[src/rtl/lsu_dcache_if.sv]
// Load/store unit between the RV32I execute stage and a word-wide d_cache.
// One request at a time; sub-word stores are done as read-modify-write.
module lsu_dcache_if #(
    parameter int unsigned DPW   = 32,
    parameter int unsigned Depth = 120
) (
    input  logic           clk,
    input  logic           arst_n,
    input  logic           req_valid,
    output logic           req_ready,
    input  logic           req_we,
    input  logic [2:0]     req_funct3,
    input  logic [DPW-1:0] req_addr,
    input  logic [DPW-1:0] req_wdata,
    output logic           rsp_valid,
    output logic [DPW-1:0] rsp_rdata,
    output logic [1:0]     rsp_err,
    output logic [DPW-1:0] dc_addr,
    output logic [DPW-1:0] dc_wd,
    output logic [DPW-1:0] dc_we,
    input  logic [DPW-1:0] dc_rd
);

    typedef enum logic [1:0] {StIdle, StRd, StWr, StResp} state_t;

    localparam logic [1:0] ErrOk       = 2'b00;
    localparam logic [1:0] ErrMisalign = 2'b01;
    localparam logic [1:0] ErrRange    = 2'b10;
    localparam logic [1:0] ErrFunct3   = 2'b11;

    state_t           state_q, state_d;
    logic             we_q;
    logic [2:0]       funct3_q;
    logic [DPW-1:0]   addr_q;
    logic [DPW-1:0]   word_q;
    logic [DPW-1:0]   rdata_q;
    logic [1:0]       err_q;

    logic             f3_illegal;
    logic             misaligned;
    logic             out_of_range;
    logic [2:0]       size_m1;
    logic [DPW:0]     last_byte;
    logic [1:0]       req_err;

    logic [7:0]       ld_byte;
    logic [15:0]      ld_half;
    logic [DPW-1:0]   load_val;
    logic [DPW-1:0]   merged;

    // Request checks, evaluated on the accept cycle only.
    always_comb begin
        f3_illegal = 1'b0;
        size_m1    = 3'd0;
        unique case (req_funct3)
            3'b000: size_m1 = 3'd0;
            3'b001: size_m1 = 3'd1;
            3'b010: size_m1 = 3'd3;
            3'b100: begin
                size_m1    = 3'd0;
                f3_illegal = req_we;
            end
            3'b101: begin
                size_m1    = 3'd1;
                f3_illegal = req_we;
            end
            default: f3_illegal = 1'b1;
        endcase
    end

    assign misaligned = ((req_funct3[1:0] == 2'b01) && req_addr[0]) ||
                        ((req_funct3 == 3'b010) && (req_addr[1:0] != 2'b00));

    // One extra bit so an address near the top cannot wrap back into range.
    assign last_byte    = {1'b0, req_addr} + (DPW+1)'(size_m1);
    assign out_of_range = last_byte >= (DPW+1)'(Depth);

    always_comb begin
        req_err = ErrOk;
        if (f3_illegal) begin
            req_err = ErrFunct3;
        end else if (misaligned) begin
            req_err = ErrMisalign;
        end else if (out_of_range) begin
            req_err = ErrRange;
        end
    end

    // Lane extraction and merge use the latched address against live dc_rd.
    assign ld_byte = dc_rd[{addr_q[1:0], 3'b000} +: 8];
    assign ld_half = dc_rd[{addr_q[1], 4'b0000} +: 16];

    always_comb begin
        load_val = dc_rd;
        unique case (funct3_q)
            3'b000:  load_val = {{(DPW-8){ld_byte[7]}}, ld_byte};
            3'b100:  load_val = {{(DPW-8){1'b0}}, ld_byte};
            3'b001:  load_val = {{(DPW-16){ld_half[15]}}, ld_half};
            3'b101:  load_val = {{(DPW-16){1'b0}}, ld_half};
            default: load_val = dc_rd;
        endcase
    end

    always_comb begin
        merged = dc_rd;
        if (funct3_q[1:0] == 2'b00) begin
            merged[{addr_q[1:0], 3'b000} +: 8] = word_q[7:0];
        end else if (funct3_q[1:0] == 2'b01) begin
            merged[{addr_q[1], 4'b0000} +: 16] = word_q[15:0];
        end
    end

    always_comb begin
        state_d = state_q;
        unique case (state_q)
            StIdle: begin
                if (req_valid) begin
                    if (req_err != ErrOk) begin
                        state_d = StResp;
                    end else if (req_we && (req_funct3 == 3'b010)) begin
                        state_d = StWr;
                    end else begin
                        state_d = StRd;
                    end
                end
            end
            StRd:    state_d = we_q ? StWr : StResp;
            StWr:    state_d = StResp;
            StResp:  state_d = StIdle;
            default: state_d = StIdle;
        endcase
    end

    always_ff @(posedge clk or negedge arst_n) begin
        if (!arst_n) begin
            state_q  <= StIdle;
            we_q     <= 1'b0;
            funct3_q <= 3'b000;
            addr_q   <= '0;
            word_q   <= '0;
            rdata_q  <= '0;
            err_q    <= ErrOk;
        end else begin
            state_q <= state_d;
            unique case (state_q)
                StIdle: begin
                    if (req_valid) begin
                        we_q     <= req_we;
                        funct3_q <= req_funct3;
                        addr_q   <= req_addr;
                        word_q   <= req_wdata;
                        if (req_err != ErrOk) begin
                            rdata_q <= '0;
                            err_q   <= req_err;
                        end
                    end
                end
                StRd: begin
                    if (we_q) begin
                        word_q <= merged;
                    end else begin
                        rdata_q <= load_val;
                        err_q   <= ErrOk;
                    end
                end
                StWr: begin
                    rdata_q <= '0;
                    err_q   <= ErrOk;
                end
                default: ;
            endcase
        end
    end

    assign req_ready = (state_q == StIdle);
    assign rsp_valid = (state_q == StResp);
    assign rsp_rdata = rdata_q;
    assign rsp_err   = err_q;
    assign dc_addr   = ((state_q == StRd) || (state_q == StWr)) ? {addr_q[DPW-1:2], 2'b00} : '0;
    assign dc_wd     = (state_q == StWr) ? word_q : '0;
    assign dc_we     = (state_q == StWr) ? {{(DPW-1){1'b0}}, 1'b1} : '0;

endmodule

[config.mk]
export PLATFORM = sky130hd
export DESIGN_NAME = lsu_dcache_if
export DESIGN_NICKNAME = d
export VERILOG_FILES = /design/src/rtl/lsu_dcache_if.sv
export SDC_FILE = /design/constraint.sdc
export NUM_CORES = 1
export LEC_CHECK = 0
export ABC_AREA = 1
export BUFFER_PORTS_ARGS = -buffer_cell sky130_fd_sc_hd__buf_2
export CORE_AREA = 4 4 167 169
export CTS_BUF_LIST = sky130_fd_sc_hd__clkbuf_8
export CTS_CLUSTER_DIAMETER = 40
export CTS_CLUSTER_SIZE = 30
export DETAILED_ROUTE_END_ITERATION = 10
export DIE_AREA = 0 0 171 173
export HOLD_SLACK_MARGIN = 0.05
export PLACE_DENSITY_LB_ADDON = 0.08
export SLEW_MARGIN = 10
export SYNTH_ARGS = -nofsm -noshare
export SYNTH_HDL_FRONTEND = slang
export SYNTH_SLANG_ARGS = --single-unit
export TNS_END_PERCENT = 50
[constraint.sdc]
create_clock -name clk -period 3 [get_ports clk]
set_clock_uncertainty 0.15 [all_clocks]
set_input_delay 0.45 -clock clk [delete_from_list [all_inputs] [get_ports clk]]
set_output_delay 0.45 -clock clk [all_outputs]
set_load 0.01 [all_outputs]
# == Yosys cells after proc, flatten, opt, wreduce, memory -nomap -nowiden ==
# Cells that the tools add are included.
# totals
output_inout_bits,132
input_bits,103
regBits,104
# op_classes
mux,29
addsub,3
magnitude_cmp,1
n_reduce_logical,19
shifts,6
n_eq_ne,16
# ops
op,n
2-to-1 mux 32 bit,9
case mux 32 bit (4 select lines),1
case mux 32 bit (3 select lines),1
bitwise mux 32 bit,2
case mux 32 bit (2 select lines),1
adder 32 x 3 -> 33 bit,1
>= comparator 33 x 7 -> 1 bit (second input constant),1
variable shift 16 x 7 -> 32 bit (first input constant),1
variable shift 8 x 7 -> 32 bit (first input constant),1
variable part select 16 x 7 -> 32 bit,1
variable part select 32 x 6 -> 16 bit,1
variable part select 32 x 6 -> 8 bit,1
variable part select 8 x 7 -> 32 bit,1
2-to-1 mux 2 bit,9
negation 5 -> 7 bit,2
== test 3 bit (second input constant),4
case mux 2 bit (4 select lines),1
== test 2 x 1 -> 1 bit (second input constant),3
== test 3 x 1 -> 1 bit (second input constant),2
zero test 3 bit,2
!= test 2 bit (second input constant),3
case mux 2 bit (3 select lines),1
nonzero test 2 bit,3
== test 2 bit (second input constant),2
14 further kinds,20

# == Longest topological paths before layout ==
# Gate-level depths: netlist (run 1).
# logic_depth
word_depth,12
ltp_mapped,23
depth_no_buf,22

# == Worst setup path after synthesis (run 1) ==
# Ideal clock, no wire load.
# synth_timing
kind,input port to flip-flop
start,in req_funct3[1]
end,reg rdata_q[4] (netlist: rsp_rdata[4])
t_required_ns,2.726
path_buffers,2
setup_slack_ns,-0.182
cell_stages,21
arrival_time_ns,2.908
setup_ns,0.124
cell_sequence,inv_1 nor3_1 inv_1 nand2_1 ha_1 inv_1 fa_1 nor2_4 nand3_1 inv_1 nand2_1 nand2_1 nand2_1 nor2_1 nand2_1 nor2_1 nand4_2 nand2_2 buf_8 buf_6 o21ai_2
# synth_via
elab_chain_cells,11
word_cells_on_any_way,22
cone_classes,add/sub: 1; order compare: 1; eq/ne: 6; mux: 5; reduce/logical: 9
# synth_lines
element,line,text
start: declaration,12,"input logic [2:0] req_funct3,"
== test 3 bit / == test 3 x 1 -> 1 bit (equally long branches),55,unique case (req_funct3)
OR reduction 2 bit (no line),-,
case mux 2 bit (2 select lines),55,
adder 32 x 3 -> 33 bit,75,"assign last_byte = {1'b0, req_addr} + (DPW+1)'(size_m1);"
>= comparator 33 x 7 -> 1 bit,76,assign out_of_range = last_byte >= (DPW+1)'(Depth);
2-to-1 mux 2 bit,84,end else if (out_of_range) begin
2-to-1 mux 2 bit,82,end else if (misaligned) begin
2-to-1 mux 2 bit *,80,if (f3_illegal) begin
nonzero test 2 bit *,152,if (req_err != ErrOk) begin
!= test 2 x 1 -> 1 bit (no line) *,-,
AND reduction 4 bit (no line) *,-,
end signal: assignment,162,rdata_q <= load_val;
end: declaration,36,logic [DPW-1:0] rdata_q;
# Mark *: on every way between the ends. The rest lies on a longest branch, timed or not.
# A chain may end at the register's enable or synchronous reset.

# == Final worst setup path (run 1) ==
# layout_timing
start,in req_funct3[0]
end,reg rdata_q[0] (netlist: rsp_rdata[0])
# Same word-level chain as after synthesis.

==> results of run 1 <==
==> power by group through the flow <==
stage          clock network, uW  logic (uW)  registers [uW]
2_1_floorplan                  0        3650            2550
3_3_place_gp                   0        5450            2620
3_5_place_dp                   0        5480            2620
4_1_cts                      968        5490            2590
5_1_grt                     1030        6210            2690
6_report                     924        5510            2590
==> cell families after synthesis <==
family | synth area share [%]
compound gates | 21.3
xor+xnor | 0.112
fa+ha+maj | 2.01
buf+inv | 15.0
flops | 33.2
mux | 0.144
other cells | 0.0479
simple gates | 28.1
==> area by class of cell <==
cell class,instances,area (um^2)
Fill cell,3044,17100
Sequential cell,104,2600
Clock buffer,9,124
Timing Repair Buffer,240,1380
Multi-Input combinational cell,840,4240
Inverter,171,643
Tap cell,341,427
Clock inverter,7,75.1
==> sequential cells by signal, summed over array words and instances, names as in the netlist <==
name and flops:
word_q 32, rsp_err 2, funct3_q 3, we_q 1, state_q 2, rsp_rdata 32
addr_q 32
==> worst max-delay path: cells and delay by family <==
family	cells	cell delay, ps
adders and majority gates	2	510
buffers and inverters	4	420
and+or+nand+nor	11	1410
AOI/OAI and AO/OA	2	220
==> timing repair <==
item	in CTS	in global routing
setup buffers	0	4
endpoints found under the hold margin	104	0
gates resized for setup	0	11
hold buffers	1	0
setup endpoints to repair	0	36
==> routing by layer <==
layer  part of all wire [%]  vias to the layer above
li1                       -                     4086
met5                  0.078                        -
met4                    2.3                        4
met1                     45                     3875
met3                    6.3                       43
met2                     47                      247
==> stage by stage <==
| stage | hold WS (ps) | TNS (ps) | worst slack, ps | std cells | util (%) |
|---|---|---|---|---|---|
| floorplan | 4.41 | 0 | 10.0 | 1200 | - |
| global placement | 320 | -8660 | -279 | 1690 | 34.6 |
| detailed placement | 321 | -10450 | -347 | 1690 | 34.6 |
| CTS | 155 | 0 | 97.3 | 1707 | 35.3 |
| global route | 161 | -0.803 | -0.803 | 1712 | 35.7 |
| finish | 171 | 0 | 150 | 1712 | 35.7 |
==> layout by cell type, fill, tap and decap left out, types with 28 or more instances in the layout <==
cell / netlist / layout
nand3_1: 53 / 52
inv_1: 163 / 163
conb_1: 1 / 33
dfrtp_1: 104 / 104
a21oi_1: 78 / 78
o21ai_0: 109 / 108
nor2_1: 95 / 91
nand2_2: 36 / 36
o21ai_2: 28 / 28
nand2_1: 300 / 299
buf_4: 35 / 33
buf_2: 3 / 200
==> final timing paths <==
path	slack, ps	start	depth (start not counted)	endpoint
hold / removal	170	req_wdata[20]	3	word_q[20]
setup / recovery	150	req_funct3[0]	19	rsp_rdata[0]
min in group asynchronous	480	arst_n	3	rsp_rdata[27]
setup reg to reg	310	funct3_q[1]	10	rsp_rdata[23]
max in group asynchronous	1730	arst_n	3	word_q[3]
hold reg to reg	340	addr_q[9]	2	addr_q[9]
==> key figures, run 1 <==
Floorplanning
  – Starting Density: 29.5%
  – Core Area: between 20000 and 30000 um^2
  – # rows: 60
  – I/O pin cnt: 235
  – Die height: 173 um
  – Die Wd: 171 um
  – Die Area: 29600 um^2

Power and ir drop
  – Clock share of power: 10.2%
  – P_sw: approximately 4700 uW
  – Sw Ratio: 51.8%
  – Sequential share of power: 28.7%
  – Max VDD drop: 438 uV
  – Int Pwr: 4350 uW
  – Pwr dens: 950 nW/um^2
  – Gate power share: 61.1%
  – Leak: 0.00513 uW
  – Power Total: 9020 uW

GRT
  – Met3 Use GR: 4.18%
  – Gr usage total: between 15 and 20%
  – First-pass GRT wire length: 46.2 mm
  – Vias in the first global route: 8157
  – Initial antenna violation count: 2
  – Total gr overflow: 0
  – Largest net degree at the start of global routing: 105
  – Met2 usage: 32.3%
  – Global route hottest layer: met2
  – M1 GR Usage: 26.3%

Clocking
  – Root Driver: clkbuf_8
  – Worst-skew pair later-pin latency: 410 ps
  – Depth of the CTS H-tree: 3
  – Bufs on Longest Clock Path: 2
  – Clock slew at reported path FFs: ~130 ps
  – CTS tree: done
  – TritonCTS buffer count: 9
  – TritonCTS Sinks: approximately 100

Synthesis
  – Yosys reg bits: 104
  – Top-area cell type share of the netlist area: 33.2%
  – Post-synthesis sequential area ratio: 33.2%
  – Post-synth EDFFs: 0
  – Netlist cell types: 39
  – Most frequent cell after synthesis: nand2_1
  – Synth area leaders: dfrtp_1 (33%), nand2_1 (14%), inv_1 (7.8%)
  – Post-synth top cells: nand2_1 (300), inv_1 (163), o21ai_0 (109)
  – Ys Warns: 0
  – Mapped cell area: slightly below 8000 um^2
  – Post-synthesis cell count: 1168
  – Top_reg_cell synth: dfrtp_1
  – Syn Area/Cell: between 6 and 7 um^2
  – Async SR Flop Fraction: 100%
  – Synth area leader: dfrtp_1

Drt
  – DR vias/cell: 4.82
  – First-pass DRT Iterations: 5
  – Final ANT Viol Nets: 0
  – DR WL/cell: roughly 17 um
  – WL final: 29.7 mm
  – Starting DRT DRC Count: 584
  – DR vias: slightly above 8000
  – Residual DRC: 0

STA
  – Tmin final: approximately 2900 ps
  – Slew Viols, Final: 0
  – Max Clock Freq: 0.351 GHz
  – Worst rel slew slack: 41.9%
  – Period Utilization, post-route: 95.0%
  – # setup viols final: 0
  – Worst-Margin Slew: 870 ps
  – Final hold viol count: 0

Finish
  – Final-stage net count: 1481
  – Area growth syn-to-layout: 21.3%
  – Ratio of cells with drive above 1 in the final layout: between 20 and 30%
  – Design Area, Final: 9500 um^2
  – ANT cells: 0

Hold path
  – Worst Hold Class: primary input to flop

Setup path
  – Worst Setup Start Kind: primary input
  – Crit path largest cell delay: 360 ps
  – Critical path cell sequence: buf_2 -> nor3_4 -> inv_1 -> nand2_1 -> ha_1 -> inv_1 -> fa_2 -> nor2_4 -> nand2_2 -> o21ai_1 -> nand2_1 -> nor2_1 -> nand3_2 -> nor2_4 -> nand4_4 -> nand2_8 -> buf_12 -> nand2_1 -> o21ai_1
  – Critical-path top delay cell: fa_2
  – Data required, critical path: approximately 3200 ps
  – Worst-path fanout max: 16
  – CP most frequent cell: nand2_1
  – CP Capture Type: flop
  – CP Data Arrival Time: around 3000 ps
  – WS Path Type: primary input to flop

Job
  – # Max-Cap Violations: 0

Run status
  – Status: finished clean

Placement
  – Placed instance area: 9180 um^2
  – Final GP Congestion: 0.887
  – HPWL Detailed: 23.3 mm
  – Port buffer count: approximately 200
(Power assumes the default switching activity.)
==> inputs of run 2 (changes only) <==
- CORE_AREA: 4 4 167 169 -> 4 4 145 147
- DIE_AREA: 0 0 171 173 -> 0 0 149 151
==> key figures, run 2 (synthesis results as in run 1) <==
Drt
  – WL final: 26.8 mm (-9.8%)
  – Starting DRT DRC Count: 641 (+9.8%)
  – DR vias: 8281 (+0.31%)
  – DR vias/cell: 5.03 (+4.4%)
  – Residual DRC: 0 (unchanged)
  – First-pass DRT Iterations: 6 (+1)
  – DR WL/cell: 16.3 um (-6.1%)
  – Final ANT Viol Nets: 0 (unchanged)

GRT
  – Largest net degree at the start of global routing: 72 (-31%)
  – Met2 usage: 39.0% (+6.7 points)
  – Met3 Use GR: 5.24% (+1.1 points)
  – First-pass GRT wire length: 40.8 mm (-12%)
  – M1 GR Usage: 30.3% (+4.0 points)
  – Gr usage total: 23.0% (+3.3 points)
  – Initial antenna violation count: 5 (+3)
  – Total gr overflow: 0 (unchanged)
  – Vias in the first global route: 7523 (-7.8%)
  – Global route hottest layer: met2

Finish
  – Final-stage net count: 1486 (+0.34%)
  – Ratio of cells with drive above 1 in the final layout: 26.2% (+0.67 points)
  – Area of the multi-input gates: 4260 um^2 (+0.32%)
  – Commonest cells after routing, fill and taps aside: nand2_1 (299), buf_2 (198), inv_1 (160)
  – Filler cell count: 2144 (-30%)
  – Final Non-Filler Cells: 1645 (-3.9%)
  – Area growth syn-to-layout: 21.2%
  – Commonest non-fill, non-tap cell in the layout: nand2_1
  – Design Area, Final: 9490 um^2 (-0.13%)
  – Register Area: 2600 um^2 (unchanged)

Placement
  – Final GP Congestion: 0.945 (+6.5%)
  – Placed instance area: 9070 um^2 (-1.3%)
  – Pre-CTS setup slack: -458 ps (-111 ps)
  – # placed instances: 1617 (-4.3%)
  – Port buffer count: 201 (unchanged)
  – HPWL Detailed: 20.9 mm (-10%)

Setup path
  – Data required, critical path: 3170 ps (about the same)
  – Setup slack, reg-to-reg: 250 ps (-60 ps)
  – Worst-path fanout max: 7 (-9)
  – Worst Setup Start Kind: primary input
  – WS Path Type: primary input to flop
  – CP Capture Type: flop
  – CP Data Arrival Time: 3060 ps (+30 ps)

Clocking
  – Worst-skew pair later-pin latency: 390 ps (-20 ps)
  – Bufs on Longest Clock Path: 2 (unchanged)
  – TritonCTS buffer count: 9 (unchanged)
  – CTS tree: done
  – TritonCTS Sinks: 104 (unchanged)
  – Clock slew at reported path FFs: 100 ps (-30 ps)
  – Depth of the CTS H-tree: 3 (unchanged)
  – Root Driver: clkbuf_8

STA
  – Slew Viols, Final: 0 (unchanged)
  – Final hold viol count: 0 (unchanged)
  – Period Utilization, post-route: 96.3% (+1.2 points)
  – Max Clock Freq: 0.346 GHz (-1.3%)
  – # setup viols final: 0 (unchanged)
  – Worst-Margin Slew: 693 ps (-177 ps)
  – Worst rel slew slack: 53.8% (+12 points)
  – Unrepaired setup endpoints after global routing: true
  – Setup ws final: 113 ps (-37.5 ps)
  – Tmin final: 2890 ps (+37.5 ps)

Floorplanning
  – Die Area: 22500 um^2 (-24%)
  – Core Area: 19900 um^2 (-25%)
  – Die Wd: 149 um (-13%)
  – Die height: 151 um (-13%)
  – Starting Density: 39.3% (+9.9 points)
  – I/O pin cnt: 235 (unchanged)
  – # rows: 52 (-13%)

Power and ir drop
  – Leak: 0.00520 uW (+1.2%)
  – Power Total: 8920 uW (-1.1%)
  – Max VDD drop: 431 uV (-1.7%)
  – Pwr dens: 940 nW/um^2 (-0.99%)

Job
  – # Max-Cap Violations: 0 (unchanged)

Run status
  – Status: finished clean

Hold path
  – Worst Hold Class: primary input to flop
## run 2: worst max-delay path, stage by stage
cell,delay (ps)
buf_8,100
nor3_4,210
inv_1,80
nand2_1,70
ha_2,180
inv_2,40
fa_2,360
nor2_4,180
buf_6,140
nand4_1,80
nand2_1,80
nand2_1,50
nor2_1,100
nand3_1,100
nor2_2,140
nand4_2,140
nand2_4,160
buf_6,140
clkbuf_16,160
nand2_2,50
o21ai_2,40
## run 2: area by class of cell
class / instances / share of cell area [%]
timing repair buffer: 245 / 15.6
tap: 270 / 3.56
inverter: 171 / 6.78
sequential: 104 / 27.4
clock inverter: 4 / 0.251
clock buffer: 10 / 1.45
multi-input combinational: 840 / 44.9
antenna: 1 / 0.0264
## run 2: worst paths after layout
path,endpoint,cells past startpoint,from
max in group asynchronous,addr_q[14],3,arst_n
min in group asynchronous,rsp_rdata[22],2,arst_n
worst max register to register,word_q[4],11,state_q[1]
worst min register to register,rsp_rdata[7],2,rsp_rdata[7]
worst min-delay path,word_q[12],3,req_wdata[12]
worst max-delay path,rsp_rdata[9],21,req_funct3[0]
## run 2: report_power, final
| group | total [uW] | leakage [uW] | switching [uW] | internal (uW) |
|---|---|---|---|---|
| sequential | 2620 | 0.00129 | 547 | 2070 |
| clock | 809 | 0.0000814 | 497 | 312 |
| combinational | 5490 | 0.00382 | 3450 | 2040 |
## run 2: metal layers
layer  wire [um]  vias to the layer above
met5          56                        -
met4         474                        8
met3        2110                       39
met2       13000                      274
met1       11200                     3859
li1            -                     4101
## run 2: timing repair
item                                    in CTS  in global routing
gates resized for setup                      3                 27
setup buffers                                4                  5
hold buffers                                 1                  0
endpoints found under the setup margin      28                 36
hold endpoints to repair                    49                  0
gates cloned                                 1                  2
pin swaps                                    2                  4
## run 2: stage by stage
step                setup TNS [ps]  hold WS, ps  util [%]
global route                  -157          180      47.6
floorplan                        0         4.41         -
finish                           0          194      47.6
global placement            -13440          311      45.5
detailed placement          -15080          314      45.5
CTS                              0          170      46.8
==> inputs of run 3 (changes only) <==
- RECOVER_POWER: default -> 50
==> key figures, run 3 (synthesis results as in run 1) <==
Power and ir drop
  – Pwr dens: 942 nW/um^2 (+0.23%)
  – Power Total: 8880 uW (-0.48%)
  – Leak: 0.00505 uW (-2.8%)
  – Max VDD drop: 430 uV (-0.10%)

Floorplanning
  – Starting Density: 39.3% (unchanged)
  – Die Area: 22500 um^2 (unchanged)
  – Die height: 151 um (unchanged)
  – I/O pin cnt: 235 (unchanged)
  – Core Area: 19900 um^2 (unchanged)
  – Die Wd: 149 um (unchanged)
  – # rows: 52 (unchanged)

GRT
  – Initial antenna violation count: 5 (unchanged)
  – Largest net degree at the start of global routing: 72 (unchanged)
  – First-pass GRT wire length: 40.8 mm (unchanged)
  – Gr usage total: 23.0% (unchanged)
  – Total gr overflow: 0 (unchanged)
  – Vias in the first global route: 7523 (unchanged)

STA
  – Tmin final: 2880 ps (-9.05 ps)
  – Worst-Margin Slew: 1310 ps (+613 ps)
  – Final hold viol count: 0 (unchanged)
  – Unrepaired setup endpoints after global routing: true
  – Slew Viols, Final: 0 (unchanged)
  – Period Utilization, post-route: 95.9% (-0.30 points)
  – Max Clock Freq: 0.347 GHz (+0.31%)
  – Post-Route Setup TNS: 0 ps (unchanged)
  – Worst rel slew slack: 12.9% (-41 points)
  – # setup viols final: 0 (unchanged)

Setup path
  – CP top delay family: simple AND/OR/NAND/NOR gates
  – CP most frequent cell: nand2_1
  – Critical-path top delay cell: fa_2
  – CP Data Arrival Time: 3050 ps (about the same)
  – Data required, critical path: 3170 ps (about the same)
  – Reg2Reg Depth: 11 (unchanged)
  – Worst R2R Start: state_q[1]
  – Worst Setup Start Kind: primary input
  – Worst-path fanout max: 7 (unchanged)
  – Crit path largest cell delay: 360 ps (about the same)
  – Worst Path Buf+Inv: 6 (unchanged)
  – WS Path Type: primary input to flop
  – Reg2Reg Capture Point: word_q[4]
  – Critical path cell sequence: buf_8 -> nor3_4 -> inv_1 -> nand2_1 -> ha_2 -> inv_2 -> fa_2 -> nor2_4 -> buf_6 -> nand4_1 -> nand2_1 -> nand2_1 -> nor2_1 -> nand3_1 -> nor2_2 -> nand4_2 -> nand2_4 -> buf_6 -> clkbuf_16 -> nand2_2 -> o21ai_2
  – CP Capture Type: flop
  – Setup slack, reg-to-reg: 260 ps (about the same)

Placement
  – Port buffer count: 201 (unchanged)
  – Final GP Congestion: 0.945 (unchanged)
  – HPWL Detailed: 20.9 mm (unchanged)
  – # placed instances: 1617 (unchanged)

Clocking
  – Worst-skew pair later-pin latency: 380 ps (about the same)
  – TritonCTS buffer count: 9 (unchanged)
  – TritonCTS Sinks: 104 (unchanged)
  – Clock slew at reported path FFs: 100 ps (about the same)
  – Depth of the CTS H-tree: 3 (unchanged)
  – Root Driver: clkbuf_8
  – CTS tree: done
  – Bufs on Longest Clock Path: 2 (unchanged)

Drt
  – Residual DRC: 0 (unchanged)
  – WL final: 26.9 mm (+0.37%)
  – First-pass DRT Iterations: 5 (-1)
  – DR vias: 8222 (-0.71%)
  – Starting DRT DRC Count: 584 (-8.9%)
  – DR WL/cell: 16.3 um (+0.37%)
  – Final ANT Viol Nets: 0 (unchanged)
  – DR vias/cell: 5.00 (-0.71%)

Finish
  – Commonest cells after routing, fill and taps aside: nand2_1 (300), buf_2 (164), inv_1 (160)
  – Final-stage net count: 1486 (unchanged)
  – Commonest non-fill, non-tap cell in the layout: nand2_1
  – Filler cell count: 2170 (+1.2%)
  – Ratio of cells with drive above 1 in the final layout: 23.7% (-2.5 points)
  – Area growth syn-to-layout: 20.3%
  – Final Non-Filler Cells: 1645 (unchanged)

Hold path
  – Hold endpoint: word_q[12]
  – HP Start: req_wdata[12]
  – Worst Hold Class: primary input to flop
  – Hold Path Depth: 3 (unchanged)

Run status
  – Status: finished clean

Job
  – # Max-Cap Violations: 0 (unchanged)
==> run 3: repair_timing <==
item                                   CTS  global route
hold buffers                             1             0
pin swaps                                2             4
setup buffers                            4             5
endpoints found under the hold margin   49             0
resized for setup                        3            27
gates cloned                             1             2
setup endpoints to repair               28            36
==> run 3: worst max path at each step <==
stage	startpoint	to	slack, ps	depth (start not counted)
global route	req_funct3[0]	rsp_rdata[10]	-20	22
floorplan	req_funct3[0]	rsp_rdata[4]	10	18
CTS	req_funct3[0]	rsp_rdata[15]	4	20
detailed placement	req_funct3[0]	rsp_rdata[15]	-460	21
finish	req_funct3[0]	rsp_rdata[9]	120	21
global placement	req_funct3[0]	rsp_rdata[5]	-400	21
==> run 3: worst register-to-register path, delay by kind of cell, from the launching register on <==
kind / cells / cell delay, ps
compound gates: 4 / 1110
buf+inv: 4 / 590
simple gates: 2 / 180
flops: 1 / 400
fa+ha+maj: 1 / 220
==> run 3: through the flow <==
step	area (um^2)	setup slack (ps)	hold slack, ps	utilization, %
floorplan	7970	10.0	4.41	-
finish	9420	122	194	47.3
global placement	9070	-401	311	45.5
global route	9420	-21.7	180	47.3
CTS	9310	4.38	170	46.8
detailed placement	9070	-458	314	45.5
==> run 3: metal layers <==
metal / vias up / track usage [%] / wire [um]
met5: - / 0 / 55
met4: 8 / 4.94 / 470
met3: 36 / 5.24 / 1920
met2: 264 / 39.0 / 12900
met1: 3816 / 30.3 / 11500
li1: 4098 / - / -
==> run 3: layout make-up <==
cell class / count / area, um^2 / area share (%)
timing repair buffer: 245 / 1420 / 15.0
inverter: 171 / 643 / 6.83
antenna: 1 / 2.50 / 0.0266
clock inverter: 4 / 23.8 / 0.252
sequential: 104 / 2600 / 27.6
clock buffer: 10 / 138 / 1.46
tap: 270 / 338 / 3.59
multi-input combinational: 840 / 4260 / 45.2
==> run 3: power by group <==
part           total [uW]  leakage [uW]  switching [uW]  internal, uW
clock                 810     0.0000814             498           312
combinational        5440       0.00367            3460          1980
sequential           2630       0.00129             557          2070
